==> src/rtl/full_subtractor_unit.sv <==
// Registered WIDTH-bit ripple-borrow subtractor: {borrow,diff} = a - b - bin.
// A chain of 1-bit full-subtractor cells feeds a result register with a valid flag.
module full_subtractor_unit #(
  parameter int WIDTH = 1
) (
  input  logic             clk,
  input  logic             rst_n,
  input  logic             in_valid,
  input  logic [WIDTH-1:0] a,
  input  logic [WIDTH-1:0] b,
  input  logic             bin,
  output logic             out_valid,
  output logic [WIDTH-1:0] diff,
  output logic             borrow
);

  logic [WIDTH:0]   br;
  logic [WIDTH-1:0] d;

  assign br[0] = bin;

  // Each cell: difference bit plus borrow into the next more-significant cell.
  for (genvar i = 0; i < WIDTH; i++) begin : g_cell
    assign d[i]    = a[i] ^ b[i] ^ br[i];
    assign br[i+1] = (~a[i] & b[i]) | (~(a[i] ^ b[i]) & br[i]);
  end

  always_ff @(posedge clk or negedge rst_n) begin
    if (!rst_n) begin
      out_valid <= 1'b0;
      diff      <= '0;
      borrow    <= 1'b0;
    end else begin
      out_valid <= in_valid;
      // Without in_valid the result register holds, so idle operands never leak through.
      if (in_valid) begin
        diff   <= d;
        borrow <= br[WIDTH];
      end
    end
  end

endmodule

==> config.mk <==
export PLATFORM = sky130hd
export DESIGN_NAME = full_subtractor_unit
export DESIGN_NICKNAME = d
export VERILOG_FILES = /design/src/rtl/full_subtractor_unit.sv
export SDC_FILE = /design/constraint.sdc
export NUM_CORES = 1
export LEC_CHECK = 0
export ABC_CLOCK_PERIOD_IN_PS = 2200
export CAP_MARGIN = 20
export CORE_AREA = 2 2 39 41
export CTS_BUF_LIST = sky130_fd_sc_hd__clkbuf_8
export CTS_CLUSTER_SIZE = 10
export DETAILED_ROUTE_END_ITERATION = 8
export DIE_AREA = 0 0 41 43
export PLACE_DENSITY_LB_ADDON = 0.15
export SYNTH_ARGS = -nofsm -noshare
export SYNTH_HDL_FRONTEND = slang
export SYNTH_SLANG_ARGS = --single-unit
==> constraint.sdc <==
create_clock -name clk -period 2.2 [get_ports clk]
set_clock_uncertainty 0.15 [all_clocks]
set_input_delay 0.44 -clock clk [delete_from_list [all_inputs] [get_ports clk]]
set_output_delay 0.44 -clock clk [all_outputs]
set_load 0.02 [all_outputs]
# Word-level counts from Yosys, hierarchy flattened
# Index checks and enable logic that the tools add are counted.
dict set report classes {
  n_bitwise 7
}
# cell count
set op_table {}
lappend op_table {{1-bit bitwise AND} 2}
lappend op_table {{1-bit inverter} 2}
lappend op_table {{1-bit bitwise XOR} 2}
lappend op_table {{1-bit bitwise OR} 1}
dict set report totals {
  register_bits 3
  out_inout_bits 3
  elab_cells 10
}

# Longest topological paths before layout
dict set report depth {
  word_depth 4
  depth_mapped 3
  mapped_depth_nobuf 3
}

# Worst setup path after synthesis
# OpenSTA, ideal clock, no wires.
dict set report synth_path {
  kind {input-to-reg}
  startpoint {input b}
  endpoint {register diff}
  setup_ns 0.125
  t_arrival_ns 1.157
  required_time_ns 1.925
  setup_slack_ns 0.768
  cell_stages 3
  cell_sequence {inv_1 fa_1 mux2_4}
}
dict set report synth_between {
  elab_chain_cells 2
}
# item line_no
set synth_rtl {}
lappend synth_rtl {{start: declaration} 10} ;# input logic [WIDTH-1:0] b,
lappend synth_rtl {{1-bit bitwise XOR (2 in a row)} 24} ;# assign d[i] = a[i] ^ b[i] ^ br[i];
lappend synth_rtl {{via d} 18} ;# logic [WIDTH-1:0] d;
lappend synth_rtl {{end signal: assignment} 31} ;# diff <= '0;
lappend synth_rtl {{end signal: assignment} 37} ;# diff <= d;
lappend synth_rtl {{end: declaration} 13} ;# output logic [WIDTH-1:0] diff,
# The timed path passes the listed nets, and every way through them passes these cells.
# A chain may end at the register's enable or synchronous reset.

# Worst setup path in the final report
dict set report layout_path {
  startpoint {register borrow}
  endpoint {output borrow}
}
# item line_no
set layout_rtl {}
lappend layout_rtl {{start: declaration} 14} ;# output logic borrow
lappend layout_rtl {{start signal: assignment} 38} ;# borrow <= br[WIDTH];
# No word-level cell between the ends.

==> results.tsv <==
stage	metric	value	unit
power	p_comb_share	16.7	%
floorplan	fp.dieH	43	µm
clocking	cts_tree	done	
synthesis	syn-num-nets	16	
power	swShare	21.3	%
power	p_switching	0.0000561	W
synthesis	synth-xor-area-share	0	%
synthesis	muxShareOfSynthArea	11.9	%
placed_design	io_buffers	8	
synthesis	synth.cell_area	126	µm²
setup_path	critPathLaunchType	flip-flop	
synthesis	synth_fa_ha_area_share	15.8	%
floorplan	die_area	1760	µm²
placed_design	dp_slack	0.279	ns
finish	diodes	0	
setup_path	cp.arrival	1.16	ns
timing	holdWs	0.259	ns
synthesis	synth_compound_area_share	3.96	%
floorplan	initial_utilization	9.13	%
clocking	ctsHoldBuffers	0	
timing	fmax	572	MHz
clocking	cts.sinks	3	
synthesis	synth-seq-cells	3	
timing	slew_violations	0	
timing	finalHoldViolations	0	
synthesis	synth_top_family_by_area	adder cells	
timing	grt_setup_unrepaired	false	
clocking	cts_setup_buffers	0	
finish	fin_nets	29	
flow_run	max_cap_viol_count	0	
timing	worst_slack	0.452	ns
power	p_int	0.000207	W
grt	grt_pass1_vias	106	
routing	first_iter_violations	3	
power	p_per_area	969	nW/µm²
setup_path	end_kind	output pin	
clocking	clockRootBuffer	clkbuf_8	
setup_path	cp.required	1.61	ns
placed_design	gp_congestion	0.519	
clocking	h-tree-depth	1	
timing	tns	0	ns
setup_path	cp_cell_sequence	clkdlybuf4s50_1	
routing	avgViaCountPerCell	2.81	
grt	grt_use_total	4.12	%
timing	worstMarginPinSlew	0.217	ns
setup_path	crit_type	flip-flop to output pin	
timing	fin_crit	1.75	ns
floorplan	ios	9	
setup_path	critPathSlowestCell	clkdlybuf4s50_1	
power	irDropWorstVdd	0.125	mV
floorplan	die_w	41	µm
power	power.share.clock	58.5	%
synthesis	synth_top_area_cell	dfrtp_1	
routing	drc	0	
synthesis	netlist.area_leader.share	59.4	%
floorplan	rows	14	
power	p_seq_share	24.8	%
grt	grt_pass1_wl	365	µm
synthesis	yosys.area_share.simple	2.97	%
grt	grt_antenna_before_repair	0	
floorplan	core	1380	µm²
synthesis	synthTopCellsByArea	dfrtp_1 (59%), fa_1 (16%), mux2_4 (12%), inv_1 (5.9%), a21oi_1 (4.0%)	
routing	ant_nets	0	
grt	grt_overflow	0	
min_path	hold_class	primary input to async pin	
finish	finalNonFillerCells	37	
setup_path	path_delay_family	buffers and inverters	
routing	firstDrtPassIters	3	
clocking	clk_latency	0.21	ns
grt	grt_max_degree	5	
timing	timing.final.crit_share	79.5	%
clocking	cts_resized	0	
timing	setup_viol	0	
synthesis	yosysSeqAreaShare	59.4	%
routing	vias	104	
power	finalPower	0.000263	W
outcome	status	finished, final reports clean	
clocking	numCtsBuffers	3	
clocking	clockBufferDepth	2	
setup_path	crit_fanout	2	
routing	wl	274	µm
setup_path	critPathBufInv	1	
finish	area_growth_syn_to_layout	115	%
setup_path	cpPeakStageDelay	0.61	ns
finish	drive_gt1_share	19.0	%
power	p_leak	0.122	nW
synthesis	avgSynthCellArea	14.0	µm²
clocking	clk_pin_slew	0.03	ns
synthesis	yosys.cell_types.count	6	
routing	wire_per_inst	7.41	µm
placed_design	place_inst	33	
synthesis	ys.warnings.count	0	
synthesis	synthCells	9	
timing	relSlewSlack	85.5	%
-- per-layer routing --
metal,vias to the layer above,wire length (µm),GRT usage (%),share of wire [%]
met2,13,76,3.13,28
met1,38,105,3.87,38
met3,2,74,2.09,27
met5,-,0,0,0
met4,0,18,10.0,6.6
li1,51,-,-,-
-- power by group through the flow --
stage / Clock [W] / Combinational, W / Sequential [W]
after floorplan: 0 / 0.0000101 / 0.0000742
after global placement: 0 / 0.0000446 / 0.0000658
after detailed placement: 0 / 0.0000441 / 0.0000659
after CTS: 0.000159 / 0.0000442 / 0.0000654
after global routing: 0.000161 / 0.0000470 / 0.0000663
final: 0.000154 / 0.0000439 / 0.0000653
-- synthesized netlist by cell type --
cell / number
a21oi_1: 1
fa_1: 1
mux2_4: 1
nor2_1: 1
inv_1: 2
dfrtp_1: 3
-- registers in the layout, summed over array words and instances, names as in the netlist --
register,flops
borrow,1
diff,1
out_valid,1
-- cell families after synthesis --
group,count (synthesis)
fa+ha+maj,1
mux,1
buf+inv,2
flops,3
simple gates,1
compound gates,1
-- cell usage in the layout, fill, tap and decap left out --
cell	instances
clkdlybuf4s50_1	8
inv_1	3
mux2_4	1
dfrtp_1	3
nor2_1	1
fa_1	1
a21oi_1	1
clkbuf_8	3
-- final timing paths --
kind / to / from / depth (start not counted) / slack (ns)
max: borrow / borrow / 1 / 0.45
min: diff / rst_n / 1 / 0.26
max reg2reg: diff / diff / 1 / 1.30
min reg2reg: diff / diff / 1 / 0.35
max in group asynchronous: out_valid / rst_n / 1 / 1.50
min in group clk: diff / diff / 1 / 0.35
-- area by class of cell --
cell class | instances | area (µm²)
Sequential cell | 3 | 75.1
Timing Repair Buffer | 8 | 80.1
Inverter | 2 | 7.51
Multi-Input combinational cell | 4 | 43.8
Clock inverter | 1 | 3.75
Tap cell | 16 | 20.0
Fill cell | 148 | 1110
Clock buffer | 3 | 41.3
-- metrics by stage --
stage / instance area, µm² / utilization (%)
after floorplan: 126 / -
final: 272 / 19.6
after global routing: 272 / 19.6
after CTS: 272 / 19.6
after detailed placement: 226 / 16.4
after global placement: 226 / 16.4
(Power assumes the default switching activity.)
